[config.mk]
export PLATFORM = sky130hd
export DESIGN_NAME = axil_tx_writer_flat
export DESIGN_NICKNAME = d
export VERILOG_FILES = /design/src/rtl/axil_pkg.sv /design/src/rtl/axil_tx_writer_if.sv /design/src/rtl/sync_fifo.sv /design/src/rtl/axil_tx_writer.sv /design/src/flat_wrapper.sv
export SDC_FILE = /design/constraint.sdc
export NUM_CORES = 1
export LEC_CHECK = 0
export BUFFER_PORTS_ARGS = -buffer_cell sky130_fd_sc_hd__buf_2
export CAP_MARGIN = 20
export CORE_AREA = 10 10 119 121
export CTS_CLUSTER_DIAMETER = 120
export DETAILED_ROUTE_END_ITERATION = 10
export DIE_AREA = 0 0 129 131
export PLACE_DENSITY = 0.49
export REMOVE_ABC_BUFFERS = 1
export SLEW_MARGIN = 20
export SYNTH_ARGS = -nofsm -noshare
export SYNTH_HDL_FRONTEND = slang
export SYNTH_SLANG_ARGS = --single-unit
export TNS_END_PERCENT = 10
[constraint.sdc]
create_clock -name clk -period 5.3 [get_ports clk]
set_input_delay 1.06 -clock clk [delete_from_list [all_inputs] [get_ports clk]]
set_output_delay 1.06 -clock clk [all_outputs]
set_load 0.05 [all_outputs]
[src/rtl/axil_pkg.sv]
`default_nettype none
// ============================================================================
// Module   : axil_pkg
// Purpose  : AXI4-Lite response codes, TX writer state type and strobe helper.
// Revision : 1.0  initial release
// ============================================================================
package axil_pkg;

  localparam logic [1:0] RESP_OKAY   = 2'b00;
  localparam logic [1:0] RESP_EXOKAY = 2'b01;
  localparam logic [1:0] RESP_SLVERR = 2'b10;
  localparam logic [1:0] RESP_DECERR = 2'b11;

  typedef enum logic [1:0] {
    IDLE = 2'd0,
    ADDR = 2'd1,
    RESP = 2'd2
  } tx_state_t;

  function automatic logic resp_is_ok(input logic [1:0] resp);
    return (resp == RESP_OKAY) || (resp == RESP_EXOKAY);
  endfunction

  // Strobe mask with the low nbytes lanes set (up to a 64-bit bus).
  function automatic logic [7:0] low_strb(input int nbytes);
    logic [7:0] mask;
    mask = '0;
    for (int i = 0; i < 8; i++) begin
      if (i < nbytes) mask[i] = 1'b1;
    end
    return mask;
  endfunction

endpackage
`default_nettype wire

[src/rtl/axil_tx_writer_if.sv]
`default_nettype none
// ============================================================================
// Module   : axil_tx_writer_if
// Purpose  : AXI4-Lite write channels (AW, W, B) between TX writer and slave.
// Revision : 1.0  initial release
// ============================================================================
interface axil_tx_writer_if #(
  parameter int ADDR_W = 4,
  parameter int AXI_DW = 32
);
  import axil_pkg::*;

  logic [ADDR_W-1:0]   awaddr;
  logic                awvalid;
  logic                awready;
  logic [AXI_DW-1:0]   wdata;
  logic [AXI_DW/8-1:0] wstrb;
  logic                wvalid;
  logic                wready;
  logic [1:0]          bresp;
  logic                bvalid;
  logic                bready;

  modport master (
    output awaddr, awvalid, wdata, wstrb, wvalid, bready,
    input  awready, wready, bresp, bvalid
  );

  modport slave (
    input  awaddr, awvalid, wdata, wstrb, wvalid, bready,
    output awready, wready, bresp, bvalid
  );

endinterface
`default_nettype wire

[src/rtl/sync_fifo.sv]
`default_nettype none
// ============================================================================
// Module   : sync_fifo
// Purpose  : single-clock FIFO with occupancy count; DEPTH must be a power of 2.
// Revision : 1.0  initial release
// ============================================================================
module sync_fifo #(
  parameter int WIDTH = 8,
  parameter int DEPTH = 8
) (
  input  logic                     clk,
  input  logic                     reset_n,
  input  logic                     push,
  input  logic                     pop,
  input  logic [WIDTH-1:0]         din,
  output logic [WIDTH-1:0]         dout,
  output logic                     full,
  output logic                     empty,
  output logic [$clog2(DEPTH):0]   level
);

  localparam int                 c_AW   = $clog2(DEPTH);
  localparam logic [c_AW:0]      c_FULL = (c_AW + 1)'(DEPTH);

  logic [WIDTH-1:0] r_mem [DEPTH];
  logic [c_AW-1:0]  r_wr_ptr;
  logic [c_AW-1:0]  r_rd_ptr;
  logic [c_AW:0]    r_level;
  logic             w_do_push;
  logic             w_do_pop;

  assign full      = (r_level == c_FULL);
  assign empty     = (r_level == '0);
  assign level     = r_level;
  assign dout      = r_mem[r_rd_ptr];
  assign w_do_push = push && !full;
  assign w_do_pop  = pop && !empty;

  always_ff @(posedge clk) begin
    if (w_do_push) r_mem[r_wr_ptr] <= din;
  end

  // Pointers are exactly c_AW bits wide, so they wrap at DEPTH on their own.
  always_ff @(posedge clk) begin
    if (!reset_n) begin
      r_wr_ptr <= '0;
      r_rd_ptr <= '0;
      r_level  <= '0;
    end else begin
      if (w_do_push) r_wr_ptr <= r_wr_ptr + 1'b1;
      if (w_do_pop)  r_rd_ptr <= r_rd_ptr + 1'b1;
      case ({w_do_push, w_do_pop})
        2'b10:   r_level <= r_level + 1'b1;
        2'b01:   r_level <= r_level - 1'b1;
        default: r_level <= r_level;
      endcase
    end
  end

endmodule
`default_nettype wire

[src/rtl/axil_tx_writer.sv]
`default_nettype none
// ============================================================================
// Module   : axil_tx_writer
// Purpose  : buffered AXI4-Lite write master feeding the UART TX data register.
//            Define TX_RETRY_EN to re-issue a word on error responses.
// Revision : 1.0  initial release
// ============================================================================
module axil_tx_writer
  import axil_pkg::*;
#(
  parameter int DATA_W     = 8,
  parameter int AXI_DW     = 32,
  parameter int ADDR_W     = 4,
  parameter int TX_ADDR    = 4,
  parameter int FIFO_DEPTH = 8,
  parameter int RETRY_MAX  = 3
) (
  input  logic                         clk,
  input  logic                         reset_n,
  input  logic [DATA_W-1:0]            data,
  input  logic                         send,
  output logic                         ready,
  output logic [$clog2(FIFO_DEPTH):0]  level,
  output logic                         busy,
  output logic                         err,
  axil_tx_writer_if.master             bus
);

  localparam logic [ADDR_W-1:0]   c_TX_ADDR = ADDR_W'(TX_ADDR);
  localparam logic [AXI_DW/8-1:0] c_WSTRB   = (AXI_DW/8)'(low_strb((DATA_W + 7) / 8));

  if (DATA_W > AXI_DW || FIFO_DEPTH < 2 || RETRY_MAX < 0) begin : g_param_check
    $error("axil_tx_writer: illegal parameter combination");
  end

  tx_state_t           r_state;
  tx_state_t           w_state_nxt;
  logic                r_aw_done;
  logic                r_w_done;
  logic [ADDR_W-1:0]   r_awaddr;
  logic [AXI_DW-1:0]   r_wdata;
  logic [AXI_DW/8-1:0] r_wstrb;
  logic                r_err;
  logic                w_pop;
  logic                w_set_err;
  logic                w_awvalid;
  logic                w_wvalid;
  logic                w_aw_hs;
  logic                w_w_hs;
  logic                w_fifo_full;
  logic                w_fifo_empty;
  logic [DATA_W-1:0]   w_fifo_dout;

  sync_fifo #(
    .WIDTH (DATA_W),
    .DEPTH (FIFO_DEPTH)
  ) u_fifo (
    .clk     (clk),
    .reset_n (reset_n),
    .push    (send),
    .pop     (w_pop),
    .din     (data),
    .dout    (w_fifo_dout),
    .full    (w_fifo_full),
    .empty   (w_fifo_empty),
    .level   (level)
  );

  assign ready = !w_fifo_full;
  assign busy  = (r_state != IDLE) || !w_fifo_empty;
  assign err   = r_err;

  // Each valid is derived from its own done flag so AW and W retire independently.
  assign w_awvalid   = (r_state == ADDR) && !r_aw_done;
  assign w_wvalid    = (r_state == ADDR) && !r_w_done;
  assign w_aw_hs     = w_awvalid && bus.awready;
  assign w_w_hs      = w_wvalid && bus.wready;
  assign bus.awvalid = w_awvalid;
  assign bus.wvalid  = w_wvalid;
  assign bus.awaddr  = r_awaddr;
  assign bus.wdata   = r_wdata;
  assign bus.wstrb   = r_wstrb;
  assign bus.bready  = (r_state == RESP);

`ifdef TX_RETRY_EN
  localparam int                c_RC_W      = (RETRY_MAX < 1) ? 1 : $clog2(RETRY_MAX + 1);
  localparam logic [c_RC_W-1:0] c_RETRY_MAX = c_RC_W'(RETRY_MAX);

  logic [c_RC_W-1:0] r_retry_cnt;
  logic              w_retry;
`endif

  always_ff @(posedge clk) begin
    if (!reset_n) r_state <= IDLE;
    else          r_state <= w_state_nxt;
  end

  always_comb begin
    w_state_nxt = r_state;
    w_pop       = 1'b0;
    w_set_err   = 1'b0;
`ifdef TX_RETRY_EN
    w_retry     = 1'b0;
`endif
    case (r_state)
      IDLE: begin
        if (!w_fifo_empty) begin
          w_pop       = 1'b1;
          w_state_nxt = ADDR;
        end
      end
      ADDR: begin
        if ((r_aw_done || w_aw_hs) && (r_w_done || w_w_hs)) w_state_nxt = RESP;
      end
      RESP: begin
        if (bus.bvalid) begin
          if (resp_is_ok(bus.bresp)) begin
            w_state_nxt = IDLE;
          end else begin
`ifdef TX_RETRY_EN
            if (r_retry_cnt < c_RETRY_MAX) begin
              w_retry     = 1'b1;
              w_state_nxt = ADDR;
            end else begin
              w_set_err   = 1'b1;
              w_state_nxt = IDLE;
            end
`else
            w_set_err   = 1'b1;
            w_state_nxt = IDLE;
`endif
          end
        end
      end
      default: w_state_nxt = IDLE;
    endcase
  end

  // Done flags clear whenever ADDR is not the current state, so every entry
  // into ADDR (fresh word or retry) starts with both channels outstanding.
  always_ff @(posedge clk) begin
    if (!reset_n) begin
      r_aw_done <= 1'b0;
      r_w_done  <= 1'b0;
      r_awaddr  <= '0;
      r_wdata   <= '0;
      r_wstrb   <= '0;
      r_err     <= 1'b0;
    end else begin
      if (r_state != ADDR) begin
        r_aw_done <= 1'b0;
        r_w_done  <= 1'b0;
      end else begin
        if (w_aw_hs) r_aw_done <= 1'b1;
        if (w_w_hs)  r_w_done  <= 1'b1;
      end
      if (w_pop) begin
        r_awaddr <= c_TX_ADDR;
        r_wdata  <= AXI_DW'(w_fifo_dout);
        r_wstrb  <= c_WSTRB;
      end
      if (w_set_err) r_err <= 1'b1;
    end
  end

`ifdef TX_RETRY_EN
  always_ff @(posedge clk) begin
    if (!reset_n) begin
      r_retry_cnt <= '0;
    end else if ((r_state == RESP) && bus.bvalid) begin
      if (w_retry) r_retry_cnt <= r_retry_cnt + 1'b1;
      else         r_retry_cnt <= '0;
    end
  end
`endif

endmodule
`default_nettype wire

[src/flat_wrapper.sv]
// flat-port wrapper written by rule: the top's interface ports become plain ports
module axil_tx_writer_flat import axil_pkg::*;
#(
  parameter int DATA_W     = 8,
  parameter int AXI_DW     = 32,
  parameter int ADDR_W     = 4,
  parameter int TX_ADDR    = 4,
  parameter int FIFO_DEPTH = 8,
  parameter int RETRY_MAX  = 3
)
  (clk, reset_n, data, send, ready, level, busy, err, bus_awaddr, bus_awvalid, bus_wdata, bus_wstrb, bus_wvalid, bus_bready, bus_awready, bus_wready, bus_bresp, bus_bvalid);
  axil_tx_writer_if #(.ADDR_W(ADDR_W), .AXI_DW(AXI_DW)) bus_i ();
  input  logic clk;
  input  logic reset_n;
  input  logic [DATA_W-1:0] data;
  input  logic send;
  output logic ready;
  output logic [$clog2(FIFO_DEPTH):0] level;
  output logic busy;
  output logic err;
  output wire logic [$bits(bus_i.awaddr)-1:0] bus_awaddr;
  output wire logic [$bits(bus_i.awvalid)-1:0] bus_awvalid;
  output wire logic [$bits(bus_i.wdata)-1:0] bus_wdata;
  output wire logic [$bits(bus_i.wstrb)-1:0] bus_wstrb;
  output wire logic [$bits(bus_i.wvalid)-1:0] bus_wvalid;
  output wire logic [$bits(bus_i.bready)-1:0] bus_bready;
  input wire logic [$bits(bus_i.awready)-1:0] bus_awready;
  input wire logic [$bits(bus_i.wready)-1:0] bus_wready;
  input wire logic [$bits(bus_i.bresp)-1:0] bus_bresp;
  input wire logic [$bits(bus_i.bvalid)-1:0] bus_bvalid;
  assign bus_awaddr = bus_i.awaddr;
  assign bus_awvalid = bus_i.awvalid;
  assign bus_wdata = bus_i.wdata;
  assign bus_wstrb = bus_i.wstrb;
  assign bus_wvalid = bus_i.wvalid;
  assign bus_bready = bus_i.bready;
  assign bus_i.awready = bus_awready;
  assign bus_i.wready = bus_wready;
  assign bus_i.bresp = bus_bresp;
  assign bus_i.bvalid = bus_bvalid;
  axil_tx_writer #(.DATA_W(DATA_W), .AXI_DW(AXI_DW), .ADDR_W(ADDR_W), .TX_ADDR(TX_ADDR), .FIFO_DEPTH(FIFO_DEPTH), .RETRY_MAX(RETRY_MAX)) u_core (.clk(clk), .reset_n(reset_n), .data(data), .send(send), .ready(ready), .level(level), .busy(busy), .err(err), .bus(bus_i));
endmodule
=== Yosys cells after proc, flatten, opt, wreduce, memory -nomap -nowiden ===
Memories as Yosys holds them, arrays and structs flattened. A register that Yosys moved wholly into a read port is not among the register bits.
Cells that the tools add are included.

* Flip-flop bits (word level): 16
* RAM bits: 64
* Input bits: 16
* Word-level logic and storage cells: 59
* Memories: 1

{| class="wikitable"
|+ Memories
! name !! depth !! bits a word !! read ports !! clocked after Yosys merged registers in !! write ports !! RTL line !! source
|-
| u_core.u_fifo.r_mem || 8 || 8 || 1 || 1 || 1 || sync_fifo.sv:25 || <nowiki>logic [WIDTH-1:0] r_mem [DEPTH];</nowiki>
|}

* $add $sub $neg: 4
* Equal/unequal tests: 10
* Mux-type cells: 12
* Bitwise gates (word level): 1
* Reductions and logical operators: 23

{| class="wikitable"
|+ Operator list
! operator !! number
|-
| 4-bit case mux with 2 select lines || 1
|-
| 1-bit logical AND || 7
|-
| 1-bit 2-to-1 mux || 7
|-
| 3-bit by 1-bit adder with 3-bit output, second input constant || 2
|-
| 2-bit by 1-bit == test with 1-bit output, second input constant || 3
|-
| 2-bit 2-to-1 mux || 3
|-
| 2-bit case mux with 3 select lines || 1
|-
| 1-bit logical NOT || 5
|-
| 4-bit by 1-bit adder with 4-bit output, second input constant || 1
|-
| 2-bit == test, second input constant || 2
|-
| 4-bit == test, second input constant || 1
|-
| 2-bit logical NOT || 2
|-
| 4-bit logical NOT || 1
|-
| 1-bit logical OR || 4
|-
| 2-bit by 1-bit != test with 1-bit output, second input constant || 2
|-
| 2-bit != test, second input constant || 2
|-
| 2-bit nonzero test || 2
|-
| 4-bit by 1-bit subtractor with 4-bit output, second input constant || 1
|-
| 3-bit AND reduction || 1
|-
| 2-bit OR reduction || 1
|-
| 1-bit NOT || 1
|}

=== Depth between registers and ports, before layout ===
* Depth in word-level cells: 7
* Gate-level depth with buffers: 11
* Gate-level depth less buffers: 9

=== Cells and area by module ===
A second synthesis with hierarchy kept.

* Cell total of the unflattened synthesis: 261
* Area total of the unflattened synthesis: 3915.0 um^2

{| class="wikitable"
|+ By module, submodules not included
! module !! instances !! cells an instance !! area an instance (um^2)
|-
| sync_fifo || 1 || 167 || 3101.7
|-
| axil_tx_writer || 1 || 94 || 813.3
|}

=== Worst setup path before layout ===
No wires, ideal clock.

* Kind: register to register
* Start point: register u_core.u_fifo.r_level[1] (netlist: u_core.u_fifo.level[1])
* End point: register u_core.u_fifo.r_level[2] (netlist: u_core.u_fifo.level[2])
* Library setup time: 76 ps
* Arrival time: 2687 ps
* Required time: 5224 ps
* Path slack: 2537 ps
* Cell stages (with the launch flop): 12
* Path buffers: 2
* Period minus slack after synthesis: 2763 ps
* Cells stage by stage: dfxtp_1 > buf_6 > nor4_1 > nor3_1 > clkbuf_1 > ha_1 > xor2_1 > ha_1 > a21oi_1 > xor2_1 > or3_1 > a21boi_0

* Cells in the longest elaborated chain, start to end: 6
* Elaborated cells between the ends (all ways): 14
* Classes of those cells: add/sub: 2; eq/ne: 3; mux: 3; reduce/logical: 6

{| class="wikitable"
|+ RTL lines
! what !! RTL line !! source
|-
| from (decl) || sync_fifo.sv:28 || <nowiki>logic [c_AW:0] r_level;</nowiki>
|-
| from (signal assigned) || sync_fifo.sv:53 || <nowiki>2'b10: r_level <= r_level + 1'b1;</nowiki>
|-
| from (signal assigned) || sync_fifo.sv:54 || <nowiki>2'b01: r_level <= r_level - 1'b1;</nowiki>
|-
| from (signal assigned) || sync_fifo.sv:55 || <nowiki>default: r_level <= r_level;</nowiki>
|-
| 4-bit logical NOT (*) || sync_fifo.sv:33 || <nowiki>assign empty = (r_level == '0);</nowiki>
|-
| 1-bit 2-to-1 mux (*) || axil_tx_writer.sv:107 || <nowiki>if (!w_fifo_empty) begin</nowiki>
|-
| 1-bit 2-to-1 mux (*) || axil_tx_writer.sv:105 || <nowiki>case (r_state)</nowiki>
|-
| via u_core.u_fifo.pop || sync_fifo.sv:14 || <nowiki>input logic pop,</nowiki>
|-
| 1-bit logical AND (*) || sync_fifo.sv:37 || <nowiki>assign w_do_pop = pop && !empty;</nowiki>
|-
| 2-bit by 1-bit == test with 1-bit output or 2-bit == test (tied branches) || sync_fifo.sv:52 || <nowiki>case ({w_do_push, w_do_pop})</nowiki>
|-
| 4-bit case mux with 2 select lines or 2-bit nonzero test (tied branches) || - ||
|}

The timed path passes the listed nets; every way through them passes the cells marked *.
A chain may end at the register's enable or synchronous reset.

=== Worst setup path after layout ===
* Start point: register u_core.u_fifo.r_level[0] (netlist: u_core.u_fifo.level[0])
* End point: output ready

* Cells in the longest elaborated chain, start to end: 2

{| class="wikitable"
|+ RTL lines
! what !! RTL line !! source
|-
| 4-bit == test || sync_fifo.sv:32 || <nowiki>assign full = (r_level == c_FULL);</nowiki>
|-
| 1-bit logical NOT || axil_tx_writer.sv:69 || <nowiki>assign ready = !w_fifo_full;</nowiki>
|-
| to (decl) || flat_wrapper.sv:17 || <nowiki>output logic ready;</nowiki>
|}

No other way between the ends.

==> flow_summary.json <==
{
  "drc": 0,
  "total_leakage_power_nw": 1.53,
  "grt_pass1_vias": 2088,
  "p_per_area_nw_per_um2": 508,
  "ys.flop_type": "edfxtp_1",
  "cts_inserted_buffers": 9,
  "synth_top_family_by_area": "multiplexers",
  "yosysTopAreaCell": "edfxtp_1",
  "synthMuxAreaShare_pct": 10.5,
  "arrival_ns": 1.59,
  "grt_max_degree": 27,
  "synth_cell_types": 39,
  "ys_warn_count": 0,
  "core_area_um2": 11800,
  "h-tree-depth": 3,
  "route.vias.total": 1998,
  "io_pins": 66,
  "wl_per_cell_um": 17.2,
  "fp.dieW_um": 129,
  "synthXorXnorAreaFrac_pct": 1.65,
  "die_h_um": 131,
  "synth_compound_area_share_pct": 4.37,
  "path_max_fanout": 8,
  "cts_tree": "built",
  "synth_top_area_share_pct": 51.7,
  "antenna_found_initial": 0,
  "synth.most_common_cell": "edfxtp_1",
  "dp_hpwl_um": 4870,
  "cts_root_buffer": "clkbuf_16",
  "cts_resized": 0,
  "cts.sinks": 88,
  "hp-class": "flop to flop",
  "hold_violations": 0,
  "finalSetupViolCount": 0,
  "ant_nets": 0,
  "finClkSkew_ns": 0.00603,
  "cts_hold_buf": 0,
  "start_util_pct": 31.5,
  "syn_to_final_growth_pct": 13.2,
  "clkLatencyLatePin_ns": 0.33,
  "ys_top_cells_by_area": "edfxtp_1, dfxtp_1, mux4_2",
  "async_flop_share_pct": 0,
  "postCtsSetupBuffers": 0,
  "synth-simple-area-share_pct": 9.35,
  "rsz0062_at_grt": "false",
  "cap_violations": 0,
  "synth-seq-cells": 88,
  "netlist_area_um2": 3720,
  "grt_use_total_pct": 9.20,
  "dieArea_um2": 16900,
  "whs_ns": 0.485,
  "drt_iter0_markers": 130,
  "synthTopCellsByCount": "edfxtp_1, buf_4, dfxtp_1, mux4_2, nor2_1",
  "yosysSeqAreaShare_pct": 64.6,
  "crit_type": "flop to output pin",
  "status": "completed",
  "cp-start-kind": "flop",
  "rows": 40,
  "clkTransAtPathRegs_ns": 0.06,
  "power_w": 0.00214,
  "routed_wl_um": 7540,
  "drive_gt1_share_pct": 25.8,
  "io_buffer_count": 34,
  "period_share_pct": 50.1,
  "grt_overflow": 0,
  "slew_headroom_pct": 34.5,
  "final.setup.tns_ns": 0,
  "grt_pass1_wl_um": 11500,
  "cp-end-kind": "output pin",
  "syn_inst": 249,
  "synth-adder-area-share_pct": 1.68,
  "synth_edf_count": 64,
  "tightest_slew_ns": 0.979,
  "diodes": 0,
  "synth_area_per_cell_um2": 14.9,
  "cts.path.max_buffers": 2,
  "critPathRequiredTime_ns": 4.24,
  "min_period_ns": 2.65,
  "firstDrtPassIters": 4,
  "vias_per_cell": 4.56,
  "peakVddDrop_mv": 0.197,
  "place_congestion": 0.691,
  "slew_violations": 0,
  "fin_nets": 307,
  "max_freq_mhz": 377
}
==> layout make-up <==
class	instances	area (um2)
fill	1130	7600
sequential	88	2400
multi-input combinational	150	1160
clock buffer	12	236
timing repair buffer	37	193
tap	147	184
clock inverter	4	30.0
==> sequential cells by signal (all words and copies together) (netlist names) <==
signal,cells
u_core.bus.awaddr,1
u_core.bus.wdata,8
u_core.err,1
u_core.r_aw_done,1
u_core.r_state,2
u_core.r_w_done,1
u_core.u_fifo.level,4
u_core.u_fifo.r_mem,64
u_core.u_fifo.r_rd_ptr,3
u_core.u_fifo.r_wr_ptr,3
==> final timing paths <==
| path | from | end | slack (ns) | cells past startpoint |
|---|---|---|---|---|
| max | u_core.u_fifo.level[0] | ready | 2.65 | 2 |
| min | u_core.err | u_core.err | 0.49 | 2 |
| max reg2reg | u_core.u_fifo.level[0] | u_core.u_fifo.level[2] | 2.81 | 9 |
| min reg2reg | u_core.err | u_core.err | 0.49 | 2 |
==> placed cells by master, fill, tap and decap left out, drive strengths merged, types with 7 or more instances in the layout <==
cell type and n:
mux4 16, buf 37, nor2b 8, o21ai 10, clkbuf 12, dfxtp 24, edfxtp 64, o22ai 8
nand2 7, nor2 16, conb 30
==> cell families (layout without fill, tap and decap cells) <==
family,after synthesis,in the layout
multiplexers,19,19
buffers and inverters,40,53
adder cells (fa/ha/maj),5,5
AO/OA/AOI/OAI,27,27
XOR/XNOR,7,7
other,1,30
flip-flops,88,88
AND/OR/NAND/NOR,62,62
==> power by group <==
part | internal [W] | switching (W) | total [W] | leakage, nW
clock network | 0.000320 | 0.000248 | 0.000567 | 0.129
logic | 0.000234 | 0.000453 | 0.000687 | 0.622
registers | 0.000814 | 0.0000700 | 0.000884 | 0.778
total | 0.00137 | 0.000771 | 0.00214 | 1.53
==> per-layer routing <==
layer | up-vias | global-route usage, % | share of wire (%)
met1 | 983 | 10.8 | 45
met2 | 59 | 15.0 | 47
met4 | 0 | 3.01 | 1.1
met5 | - | 0 | 0
li1 | 948 | - | -
met3 | 8 | 3.79 | 6.9
==> worst max-delay path: stages, from the launching register on <==
cell and delay, ns:
dfxtp_1 0.39, or4b_4 0.62, buf_2 0.24
==> metrics by stage <==
stage,instances,setup slack (ns),util [%],cell area [um2]
2_1_floorplan,238,2.31,-,3540
6_report,438,2.65,35.6,4210
3_3_place_gp,421,2.41,33.3,3930
4_1_cts,437,2.32,35.6,4200
5_1_grt,438,2.53,35.6,4210
3_5_place_dp,421,2.34,33.3,3930
Note: power is estimated with default switching activity, not from simulation.
